$ cat src/rtl/multi_cycle_control_unit.sv
// Multi-cycle FETCH/DECODE/EXEC/MEM/WB control FSM for the RV64 core, with a mem_ready watchdog and sticky traps.
// Optional performance counters are compiled in with the CU_PERF_CNT_EN macro; without it the counter ports read 0.
module multi_cycle_control_unit #(
   parameter int unsigned MEM_TIMEOUT = 15,
   parameter int unsigned CNT_W       = 32
) (
   input  logic             clk_i,
   input  logic             rst_n_i,
   input  logic [6:0]       opcode_i,
   input  logic             mem_ready_i,
   output logic             pc_write_o,
   output logic             ir_write_o,
   output logic             iord_o,
   output logic             branch_o,
   output logic             mem_read_o,
   output logic             mem_write_o,
   output logic             mem_to_reg_o,
   output logic [1:0]       alu_op_o,
   output logic             alu_src_o,
   output logic             reg_write_o,
   output logic             illegal_instr_o,
   output logic             bus_error_o,
   output logic [2:0]       state_o,
   output logic [CNT_W-1:0] retired_count_o,
   output logic [CNT_W-1:0] cycle_count_o
);

   // state  | meaning
   // FETCH  | read instruction at PC, load IR and bump PC on mem_ready
   // DECODE | latch opcode, reject undefined opcodes
   // EXEC   | ALU operation; branches resolve and retire here
   // MEM    | data access at ALU address; stores retire here
   // WB     | register file write; loads, R-type and I-type retire here
   // TRAP   | sticky error state, left only through reset

   localparam int unsigned WAIT_W  = (MEM_TIMEOUT > 0) ? $clog2(MEM_TIMEOUT + 1) : 1;
   localparam bit          WDOG_EN = (MEM_TIMEOUT != 0);
   localparam logic [WAIT_W-1:0] WAIT_LIMIT = WAIT_W'(MEM_TIMEOUT);

   localparam logic [6:0] OP_LOAD   = 7'b0000011;
   localparam logic [6:0] OP_STORE  = 7'b0100011;
   localparam logic [6:0] OP_BRANCH = 7'b1100011;
   localparam logic [6:0] OP_RTYPE  = 7'b0110011;
   localparam logic [6:0] OP_ITYPE  = 7'b0010011;

   typedef enum logic [2:0] {
      ST_FETCH  = 3'd0,
      ST_DECODE = 3'd1,
      ST_EXEC   = 3'd2,
      ST_MEM    = 3'd3,
      ST_WB     = 3'd4,
      ST_TRAP   = 3'd7
   } state_e;

   state_e            state_q, state_d;
   logic [6:0]        opcode_q, opcode_d;
   logic [WAIT_W-1:0] wait_q, wait_d;
   logic              illegal_q, illegal_d;
   logic              bus_err_q, bus_err_d;
   logic              waiting;

   logic              pc_write_c, ir_write_c, iord_c, branch_c;
   logic              mem_read_c, mem_write_c, mem_to_reg_c;
   logic [1:0]        alu_op_c;
   logic              alu_src_c, reg_write_c;

   function automatic logic is_legal(input logic [6:0] op);
      case (op)
         OP_LOAD, OP_STORE, OP_BRANCH, OP_RTYPE, OP_ITYPE: is_legal = 1'b1;
         default:                                          is_legal = 1'b0;
      endcase
   endfunction

   always_ff @(posedge clk_i) begin
      if (!rst_n_i) begin
         state_q   <= ST_FETCH;
         opcode_q  <= '0;
         wait_q    <= '0;
         illegal_q <= 1'b0;
         bus_err_q <= 1'b0;
      end else begin
         state_q   <= state_d;
         opcode_q  <= opcode_d;
         wait_q    <= wait_d;
         illegal_q <= illegal_d;
         bus_err_q <= bus_err_d;
      end
   end

   always_comb begin
      state_d   = state_q;
      opcode_d  = opcode_q;
      illegal_d = illegal_q;
      bus_err_d = bus_err_q;
      wait_d    = '0;
      waiting   = 1'b0;
      case (state_q)
         ST_FETCH: begin
            if (mem_ready_i) state_d = ST_DECODE;
            else             waiting = 1'b1;
         end
         ST_DECODE: begin
            opcode_d = opcode_i;
            if (is_legal(opcode_i)) begin
               state_d = ST_EXEC;
            end else begin
               state_d   = ST_TRAP;
               illegal_d = 1'b1;
            end
         end
         ST_EXEC: begin
            case (opcode_q)
               OP_LOAD, OP_STORE:  state_d = ST_MEM;
               OP_BRANCH:          state_d = ST_FETCH;
               OP_RTYPE, OP_ITYPE: state_d = ST_WB;
               default: begin
                  state_d   = ST_TRAP;
                  illegal_d = 1'b1;
               end
            endcase
         end
         ST_MEM: begin
            if (mem_ready_i) state_d = (opcode_q == OP_LOAD) ? ST_WB : ST_FETCH;
            else             waiting = 1'b1;
         end
         ST_WB:   state_d = ST_FETCH;
         ST_TRAP: state_d = ST_TRAP;
         default: state_d = ST_TRAP;
      endcase
      // mem_ready on the limit cycle never reaches here, so it always wins over the timeout
      if (waiting) begin
         if (WDOG_EN && (wait_q == WAIT_LIMIT)) begin
            state_d   = ST_TRAP;
            bus_err_d = 1'b1;
         end else begin
            wait_d = wait_q + 1'b1;
         end
      end
   end

   always_comb begin
      pc_write_c   = 1'b0;
      ir_write_c   = 1'b0;
      iord_c       = 1'b0;
      branch_c     = 1'b0;
      mem_read_c   = 1'b0;
      mem_write_c  = 1'b0;
      mem_to_reg_c = 1'b0;
      alu_op_c     = 2'b00;
      alu_src_c    = 1'b0;
      reg_write_c  = 1'b0;
      case (state_q)
         ST_FETCH: begin
            mem_read_c = 1'b1;
            pc_write_c = mem_ready_i;
            ir_write_c = mem_ready_i;
         end
         ST_EXEC: begin
            case (opcode_q)
               OP_LOAD, OP_STORE: alu_src_c = 1'b1;
               OP_BRANCH: begin
                  alu_op_c = 2'b01;
                  branch_c = 1'b1;
               end
               OP_RTYPE: alu_op_c = 2'b10;
               OP_ITYPE: begin
                  alu_op_c  = 2'b11;
                  alu_src_c = 1'b1;
               end
               default: alu_op_c = 2'b00;
            endcase
         end
         ST_MEM: begin
            iord_c      = 1'b1;
            alu_src_c   = 1'b1;
            mem_read_c  = (opcode_q == OP_LOAD);
            mem_write_c = (opcode_q == OP_STORE);
         end
         ST_WB: begin
            reg_write_c  = 1'b1;
            mem_to_reg_c = (opcode_q == OP_LOAD);
         end
         default: reg_write_c = 1'b0;
      endcase
   end

   // Reset is synchronous, so outputs are gated directly to stay quiet while rst_n_i is low
   assign pc_write_o      = rst_n_i & pc_write_c;
   assign ir_write_o      = rst_n_i & ir_write_c;
   assign iord_o          = rst_n_i & iord_c;
   assign branch_o        = rst_n_i & branch_c;
   assign mem_read_o      = rst_n_i & mem_read_c;
   assign mem_write_o     = rst_n_i & mem_write_c;
   assign mem_to_reg_o    = rst_n_i & mem_to_reg_c;
   assign alu_op_o        = rst_n_i ? alu_op_c : 2'b00;
   assign alu_src_o       = rst_n_i & alu_src_c;
   assign reg_write_o     = rst_n_i & reg_write_c;
   assign illegal_instr_o = rst_n_i & illegal_q;
   assign bus_error_o     = rst_n_i & bus_err_q;
   assign state_o         = state_q;

`ifdef CU_PERF_CNT_EN
   logic [CNT_W-1:0] retired_q, cycle_q;
   logic             retire;

   assign retire = (state_d == ST_FETCH) &&
                   ((state_q == ST_EXEC) || (state_q == ST_MEM) || (state_q == ST_WB));

   always_ff @(posedge clk_i) begin
      if (!rst_n_i) begin
         retired_q <= '0;
         cycle_q   <= '0;
      end else begin
         cycle_q <= cycle_q + 1'b1;
         if (retire) retired_q <= retired_q + 1'b1;
      end
   end

   assign retired_count_o = retired_q;
   assign cycle_count_o   = cycle_q;
`else
   assign retired_count_o = '0;
   assign cycle_count_o   = '0;
`endif

endmodule

$ cat config.mk
export PLATFORM = sky130hd
export DESIGN_NAME = multi_cycle_control_unit
export DESIGN_NICKNAME = d
export VERILOG_FILES = /design/src/rtl/multi_cycle_control_unit.sv
export SDC_FILE = /design/constraint.sdc
export NUM_CORES = 1
export LEC_CHECK = 0
export CAP_MARGIN = 20
export CORE_AREA = 3 3 87 56
export CTS_CLUSTER_SIZE = 20
export DETAILED_ROUTE_END_ITERATION = 16
export DIE_AREA = 0 0 90 59
export GPL_ROUTABILITY_DRIVEN = 1
export GPL_TIMING_DRIVEN = 0
export MAX_ROUTING_LAYER = met4
export PLACE_DENSITY = 0.74
export SYNTH_ARGS = -nofsm -noshare
export SYNTH_HDL_FRONTEND = slang
export SYNTH_SLANG_ARGS = --single-unit
export TNS_END_PERCENT = 30
$ cat constraint.sdc
create_clock -name clk_i -period 3.8 [get_ports clk_i]
set_input_delay 0.38 -clock clk_i [delete_from_list [all_inputs] [get_ports clk_i]]
set_output_delay 0.38 -clock clk_i [all_outputs]
set_load 0.005 [all_outputs]
# After elaboration in Yosys (flattened, before gate mapping)
# Cells that the tools add are included.
word_totals:
  register_bits: 16
  latch_bits: 0
  ram_bits: 0
  rom_bits: 0
  output_inout_bits: 80
  n_memories: 0
classes:
  add_sub_neg: 1
  n_mul: 0
  div_mod_pow: 0
  order_cmp: 0
  n_eq_ne: 17
  n_shift: 0
  n_mux: 28
  bitwise_logic: 12
  reduce_logical: 11
op_table:
  columns: ["operator", "count"]
  rows:
  - ["7-bit by 6-bit == test with 1-bit output, second input constant", 4]
  - ["3-bit two-way mux", 6]
  - ["3-bit one-hot mux with 5 select lines", 1]
  - ["7-bit by 2-bit == test with 1-bit output, second input constant", 2]
  - ["7-bit by 5-bit == test with 1-bit output, second input constant", 2]
  - ["7-bit == test, second input constant", 2]
  - ["1-bit two-way mux", 14]
  - ["1-bit bitwise AND", 10]
  - ["5-bit OR reduction", 2]
  - ["3-bit one-hot mux with 3 select lines", 1]
  - ["3-bit by 2-bit == test with 1-bit output, second input constant", 2]
  - ["1-bit one-hot mux with 2 select lines", 3]
  - ["2-bit one-hot mux with 3 select lines", 1]
  - ["2-bit OR reduction", 3]
  - ["3-bit OR reduction", 2]
  - ["4-bit by 1-bit adder with 4-bit output, second input constant", 1]
  - ["4-bit == test, second input constant", 1]
  - ["2-bit two-way mux", 2]
  - ["2-bit != test, second input constant", 2]
  - ["3-bit by 1-bit == test with 1-bit output, second input constant", 1]
  - ["3-bit == test, second input constant", 1]
  - ["3-bit zero test", 1]
  - ["3-bit AND reduction", 1]
  - ["1-bit inverter", 2]
  - ["other kinds (2)", 2]

# Longest topological paths before layout
# Gate-level depths: netlist of the first run.
logic_depth:
  ltp_word: 8
  ltp_mapped: 6

# Least setup slack after synthesis of the first run
# No wires, ideal clock.
synth_path:
  path_kind: "register -> output"
  start: "reg state_q[1], in the netlist state_o[1]"
  end: "out pc_write_o"
  arrival_time_ns: 1.097
  required_time_ns: 3.420
  path_slack_ns: 2.323
  stages_incl_launch_ff: 6
  path_cell_list: "dfxtp_1 buf_2 nor2_1 inv_1 nor3_1 buf_4"
synth_between:
  elab_chain_len: 3
synth_lines:
  columns: ["element", "line", "text"]
  rows:
  - ["start: declaration", "55", "state_e state_q, state_d;"]
  - ["start signal: assignment", "82", "state_q <= state_d;"]
  - ["3-bit zero test", null, null]
  - ["1-bit two-way mux", null, null]
  - ["1-bit bitwise AND", null, null]
  - ["end: declaration", "11", "output logic pc_write_o,"]
# Every way passes these cells.

# Worst setup path after layout of the first run
layout_path:
  start: "in rst_n_i"
  end: "out alu_src_o"
layout_between:
  elab_chain_len: 1
layout_lines:
  columns: ["element", "line", "text"]
  rows:
  - ["start: declaration", "8", "input logic rst_n_i,"]
  - ["1-bit bitwise AND", "196", "assign alu_src_o = rst_n_i & alu_src_c;"]
  - ["end: declaration", "19", "output logic alu_src_o,"]
# Every way passes these cells.

==> out/results.ini, run 1 <==
[min_path]
hp-class=flip-flop to flip-flop
holdPathEnd=illegal_q
worstHoldPathCells=1
hold_start=illegal_q

[worst_setup_path]
cpPeakStageDelay_ns=0.70
cp_num_buf_inv=3
worst_ep_arrival_time_ns=2.15
rr_startpoint=state_o[0]
cp_slowest_cell=clkdlybuf4s50_1
crit_required_ns=3.42
startpoint_type=input port
rr_endpoint=opcode_q[5]
cp_cell_sequence=clkdlybuf4s50_1, clkbuf_1, nand2_1, nor2_1, clkdlybuf4s50_1
critPathTopFamily=buffers and inverters
r2r_cells=6
worst_setup_path_end_kind=output pin
reg2reg_slack_ns=2.28
path_class=input port to output pin
cp_max_fo=10
crit_top_cell=clkdlybuf4s50_1

[finish]
nets=278
num-fill-cells=398
drive_above_1_share=0.298
syn_to_final_growth_pct=42.1
fin_area_um2=2040
antenna-diode-count=0

[global_routing]
overflow=0
grt_max_degree=11
grt_pass1_vias=994
grt_pass1_wl_um=4710
antenna_found_initial=0
grt_usage=0.113

[clock_network]
cts_tree=built
clk_pin_slew_ns=0.06
htree_levels=1
cts_root_buf=clkbuf_8
cts_hold_buf=0
post_cts_buffers=0
cts_resized=0
numCtsBuffers=3
clockBufferDepth=2
cts.sinks=16
clock_latency_ns=0.25

[placement]
placed_area_um2=2000
portBuffers=25
dp_hpwl_um=2520
gp_congestion=0.832

[floorplan]
die_w_um=90
die_y_um=59
placementRows=18
ios=90
die_area_um2=5310
start_util=0.350
core_um2=4100

[routing]
ant_nets=0
routed_wl_um=2940
first_pass_iters=4
drc=0
avgRoutedWirePerCell_um=9.06
viasPerCell=3.62
route.vias.total=1175
drt-initial-drc-count=42

[yosys]
syn-cell-area_um2=1430
syn_avg_cell_area_um2=8.24
ys_types=41
yosysWarnings=0
ys_seq_area_frac=0.223
ys_ff_latch=16
syn-instance-count=174

[timing]
drv_slew=0
finalSetupTns_ns=0
finalHoldViolCount=0
fmax_mhz=396
rsz0062_at_grt=no
fin_crit_ns=2.53
setup_viol=0
skew_ns=0.00307
period_share=0.665

[power_and_ir_drop]
p_leak_nw=1.03
power.density_nw_per_um2=367
vdd_drop_max_mv=0.163

[run]
drv_cap=0

[status]
status=completed

[where the power goes]
group	switching, mW	internal (mW)
clock	0.0585	0.0704
sequential	0.0328	0.208
combinational	0.164	0.214
total	0.255	0.493
[final cells by class]
type                    instances  area, um^2  area share
inverters                       4        15.0     0.00737
plain buffers                  70         527       0.259
multi-input cells             147         808       0.397
well taps                      60        75.1      0.0369
repair buffers                 25         250       0.123
clock buffers                   3        41.3      0.0203
flip-flops and latches         16         320       0.157
[flip-flops by register name, indices dropped and copies added, names as in the netlist]
register	cells
opcode_q	7
wait_q	4
state_o	3
bus_err_q	1
illegal_q	1
[cell usage after synthesis (all sizes together)]
cell	number	area [um^2]
a2111o	1	11.3
a211oi	2	15.0
a21o	1	7.51
a21oi	5	25.0
a41oi	1	8.76
and2	2	12.5
and2b	2	15.0
and3	5	32.5
and4bb	1	12.5
buf	69	523
clkbuf	1	3.75
conb	1	3.75
dfxtp	16	320
ha	1	12.5
inv	4	15.0
mux2i	7	70.1
nand2	5	18.8
nand2b	6	45.0
nand3	1	5.00
nand3b	1	7.51
nand4	1	6.26
nand4b	1	8.76
nand4bb	1	11.3
nor2	9	33.8
nor2b	10	62.6
nor3	2	10.0
nor3b	1	12.5
o2111a	1	11.3
o21a	1	7.51
o21ai	8	40.0
o21bai	1	7.51
o2bb2ai	1	8.76
o31a	1	8.76
or2b	1	8.76
or4b	1	13.8
xnor2	2	17.5
[metrics by stage]
stage | setup WS [ns] | utilization | total power, mW | std cells | hold slack (ns)
floorplan | 2.32 | - | 0.511 | 237 | 0.432
global placement | 1.28 | 0.487 | 0.614 | 322 | 0.444
detailed placement | 1.28 | 0.487 | 0.616 | 322 | 0.453
CTS | 1.28 | 0.497 | 0.749 | 325 | 0.469
global route | 1.13 | 0.497 | 0.812 | 325 | 0.490
finish | 1.27 | 0.497 | 0.748 | 325 | 0.469
[placed cells by master, fill, tap and decap left out, types with 3 or more instances in the layout]
master	n
dfxtp_1	16
conb_1	64
and3_1	4
nand2b_1	5
nor2b_1	10
clkbuf_8	3
inv_1	3
o21ai_0	8
mux2i_1	7
buf_4	66
clkdlybuf4s50_1	25
nand2_1	5
a21oi_1	5
nor2_1	9
[worst max-delay path by stage]
stage               startpoint         end  depth (start not counted)
floorplan           state_o[1]  pc_write_o                          5
global placement       rst_n_i   alu_src_o                          5
detailed placement     rst_n_i   alu_src_o                          5
CTS                    rst_n_i   alu_src_o                          5
global route           rst_n_i   alu_src_o                          5
finish                 rst_n_i   alu_src_o                          5
[metal layers]
metal	track usage	wire (um)	part of all wire
met2	0.161	1270	0.43
met1	0.153	1370	0.47
met3	0.0419	292	0.099
met5	-	0	0
met4	0.0196	11	0.0037
[logic make-up (layout without fill, tap and decap cells)]
kind of cell | count (synthesis) | after routing | synth area share
AO/OA/AOI/OAI | 23 | 23 | 0.106
XOR/XNOR | 2 | 2 | 0.0122
adder cells (fa/ha/maj) | 1 | 1 | 0.00872
buffers and inverters | 74 | 102 | 0.378
flip-flops | 16 | 16 | 0.223
multiplexers | 7 | 7 | 0.0489
other | 1 | 64 | 0.00262
AND/OR/NAND/NOR | 50 | 50 | 0.221
No activity file was read; power rests on OpenSTA's default activity.
==> run 2: changes to the inputs <==
- CORE_AREA: 3 3 87 56 -> 3 3 90 58
- DIE_AREA: 0 0 90 59 -> 0 0 93 61
- PLACE_DENSITY: 0.74 -> 0.72
- clock period: 3.8 -> 2.3 ns (I/O delays scaled with it)
==> out/results.ini, run 2 (same netlist as run 1, synthesis figures left out) <==
[status]
status=completed

[min_path]
hold_start=illegal_q
worstHoldPathCells=1
holdPathEnd=illegal_q
hp-class=flip-flop to flip-flop

[finish]
antenna-diode-count=0
drive_above_1_share=0.316
utilization=0.463
final_cell_mix=buf_4, conb_1, clkdlybuf4s50_1
seq_area_um2=320
syn_to_final_growth_pct=44.4
nets=278
num-fill-cells=449
multi_input_area_um2=823
layout_commonest_cell=buf_4
largest-register=opcode_q
fin_area_um2=2070
largest_register_ff_count=7
stdcell_count=329

[floorplan]
die_w_um=93
core_um2=4470
placementRows=19
start_util=0.321
ios=90
die_area_um2=5670
die_y_um=61

[worst_setup_path]
startpoint_type=flip-flop
reg2reg_slack_ns=0.82
cp_max_fo=6
path_class=flip-flop to output pin
worst_ep_arrival_time_ns=1.94
rr_endpoint=opcode_q[0]
critPathTopFamily=simple AND/OR/NAND/NOR gates
cp_num_buf_inv=1
cp_slowest_cell=clkdlybuf4s50_1
r2r_cells=6
rr_startpoint=state_o[0]
crit_required_ns=2.07
cpPeakStageDelay_ns=0.52
worst_setup_path_end_kind=output pin
cp_cell_sequence=nand4bb_2, nor2_4, nand4_1, a21oi_1, clkdlybuf4s50_1

[global_routing]
grt_pass1_wl_um=4310
grt_usage=0.0994
antenna_found_initial=0
grt_max_degree=11
grt_pass1_vias=903
overflow=0

[clock_network]
cts_root_buf=clkbuf_8
clock_latency_ns=0.25
htree_levels=1
cts_hold_buf=0
post_cts_buffers=0
cts.sinks=16
numCtsBuffers=3
clockBufferDepth=2
cts_tree=built
clk_pin_slew_ns=0.06

[routing]
ant_nets=0
routed_wl_um=2970
route.vias.total=1163
first_pass_iters=4
drc=0
avgRoutedWirePerCell_um=9.01
viasPerCell=3.53
drt-initial-drc-count=49

[placement]
portBuffers=25
gp_congestion=0.841
dp_cells=325
dp_hpwl_um=2520
placed_area_um2=2000
preCtsSetupSlack_ns=0.0890

[power_and_ir_drop]
power_mw=1.29
p_leak_nw=1.04
vdd_drop_max_mv=0.317
power.density_nw_per_um2=623

[timing]
fmax_mhz=461
finalHoldViolCount=0
period_share=0.944
fin_crit_ns=2.17
setup_viol=0
holdWs_ns=0.464
skew_ns=0.00222
drv_slew=0
finalSetupTns_ns=0
timing.final.ws_setup_ns=0.130

[run]
drv_cap=0

==> run 2: cell types whose count changed in the layout (fill, tap and decap cells not counted), sizes merged <==
| cell | previous run | this run |
|---|---|---|
| clkbuf | 4 | 5 |
==> run 2: report_power, final <==
| group | leakage (nW) | total (mW) | switching (mW) | internal, mW |
|---|---|---|---|---|
| Sequential | 0.131 | 0.402 | 0.0592 | 0.343 |
| Clock | 0.0288 | 0.251 | 0.0994 | 0.152 |
| Combinational | 0.880 | 0.637 | 0.279 | 0.358 |
| Total | 1.04 | 1.29 | 0.437 | 0.854 |
==> run 2: worst register-to-register path: stages (launching register included) <==
cell and delay [ns]:
dfxtp_1 0.36, buf_6 0.15, nor2b_1 0.26, and2b_1 0.16
buf_4 0.18, mux2i_1 0.21, nor2b_1 0.06
==> run 2: repair_timing <==
item                                    in CTS  in global routing
gates resized for setup                      1                  5
pin swaps                                    0                  0
endpoints found under the setup margin       1                  3
==> run 2: worst max path at each step <==
stage / startpoint / endpoint / slack, ns / cells after the start
detailed placement: rst_n_i / alu_src_o / 0.09 / 5
global route: opcode_q[3] / mem_read_o / -0.005 / 5
finish: opcode_q[3] / mem_read_o / 0.13 / 5
floorplan: state_o[2] / wait_q[1] / 0.94 / 5
CTS: opcode_q[3] / mem_read_o / 0.06 / 5
global placement: rst_n_i / alu_src_o / 0.08 / 5
==> run 2: cell type report <==
class	count	share of cell area
Buffer	70	0.255
Clock buffer	4	0.0266
Inverter	4	0.00725
Multi-Input combinational cell	147	0.398
Sequential cell	16	0.155
Tap cell	63	0.0381
Timing Repair Buffer	25	0.121
==> run 2: metal layers <==
layer / global-route usage / part of all wire / vias to the layer above
met5: - / 0 / -
met4: 0.00626 / 0 / 0
met3: 0.0446 / 0.11 / 0
met2: 0.134 / 0.42 / 48
met1: 0.140 / 0.47 / 480
li1: - / - / 635
==> run 3: changes to the inputs <==
- CELL_PAD_IN_SITES_DETAIL_PLACEMENT: unset -> 0
- CELL_PAD_IN_SITES_GLOBAL_PLACEMENT: unset -> 1
- CORE_AREA: 3 3 90 58 -> 2 2 105 67
- DIE_AREA: 0 0 93 61 -> 0 0 107 69
- PLACE_DENSITY: 0.72 -> 0.74
==> out/results.ini, run 3 (same netlist as run 1, synthesis figures left out) <==
[clock_network]
post_cts_buffers=0
clk_pin_slew_ns=0.06
htree_levels=1
clock_latency_ns=0.25
numCtsBuffers=3
cts_hold_buf=0
cts_root_buf=clkbuf_8
clockBufferDepth=2
cts_tree=built
cts.sinks=16

[routing]
routed_wl_um=2990
ant_nets=0
drt-initial-drc-count=37
drc=0
avgRoutedWirePerCell_um=8.48
route.vias.total=1171
first_pass_iters=5
viasPerCell=3.32

[status]
status=completed

[worst_setup_path]
crit_required_ns=2.07
cp_max_fo=6
path_class=flip-flop to output pin
startpoint_type=flip-flop
worst_setup_path_end_kind=output pin
worst_ep_arrival_time_ns=1.98
cp_cell_sequence=nand4bb_1, nor2_4, nand4_1, a21oi_1, clkdlybuf4s50_1
cpPeakStageDelay_ns=0.52
cp_num_buf_inv=1
critPathTopFamily=simple AND/OR/NAND/NOR gates
cp_slowest_cell=clkdlybuf4s50_1

[finish]
final_cell_mix=buf_4, conb_1, clkdlybuf4s50_1
fin_area_um2=2100
seq_area_um2=320
largest-register=opcode_q
drive_above_1_share=0.312
num-fill-cells=688
syn_to_final_growth_pct=46.3
largest_register_ff_count=7
layout_commonest_cell=buf_4
multi_input_area_um2=821
stdcell_count=353
utilization=0.327
nets=278
antenna-diode-count=0

[placement]
dp_cells=349
portBuffers=25
dp_hpwl_um=2600
placed_area_um2=2030
gp_congestion=0.799

[timing]
fin_crit_ns=2.21
drv_slew=0
setup_viol=0
finalSetupTns_ns=0
fmax_mhz=452
finalHoldViolCount=0
rsz0062_at_grt=no
skew_ns=0.00205
period_share=0.962

[floorplan]
start_util=0.223
die_y_um=69
core_um2=6420
ios=90
placementRows=23
die_w_um=107
die_area_um2=7380

[min_path]
hp-class=flip-flop to flip-flop

[global_routing]
grt_usage=0.0788
grt_pass1_vias=950
overflow=0
antenna_found_initial=0
grt_max_degree=11
grt_pass1_wl_um=4570

[power_and_ir_drop]
vdd_drop_max_mv=0.231
p_leak_nw=1.04
power.density_nw_per_um2=616

[run]
drv_cap=0

==> run 3: cell types whose count changed in the layout (fill, tap and decap cells not counted) <==
cell,before,now
nand4bb_1,0,1
nand4bb_2,1,0
nor2_1,7,8
nor2_2,1,0
nor3_1,2,1
nor3_2,0,1
==> run 3: timing repair <==
item                                    4_1_cts  5_1_grt
endpoints found under the setup margin        1        4
resized for setup                             1        4
pin swaps                                     0        0
hold endpoints to repair                      0        0
==> run 3: per-layer routing <==
metal,share of wire,GRT usage
met4,0.011,0.0216
met1,0.49,0.109
met2,0.42,0.108
met5,0,-
met3,0.080,0.0265
==> run 3: final timing paths <==
kind | startpoint | to | slack (ns) | cells past startpoint
worst min register to register | illegal_q | illegal_q | 0.46 | 1
worst max register to register | state_o[0] | opcode_q[2] | 0.76 | 6
worst min-delay path | illegal_q | illegal_q | 0.46 | 1
worst max-delay path | opcode_q[3] | mem_read_o | 0.09 | 5
==> run 3: through the flow <==
step                setup WS [ns]  hold WS, ns  power, mW
finish                     0.0867        0.464       1.29
global route              0.00710        0.498       1.39
CTS                        0.0491        0.468       1.29
detailed placement         0.0549        0.449       1.03
global placement           0.0508        0.443       1.03
floorplan                   0.940        0.358      0.844
==> run 3: power breakdown <==
group,total (mW),switching [mW],internal (mW),leakage [nW]
Combinational,0.636,0.280,0.355,0.881
Sequential,0.401,0.0580,0.343,0.131
Clock,0.256,0.104,0.152,0.0288
==> run 3: cell type report <==
type / instances / area share
multi-input cells: 147 / 0.391
plain buffers: 70 / 0.252
flip-flops and latches: 16 / 0.153
repair buffers: 25 / 0.119
well taps: 87 / 0.0519
clock buffers: 4 / 0.0262
inverters: 4 / 0.00716
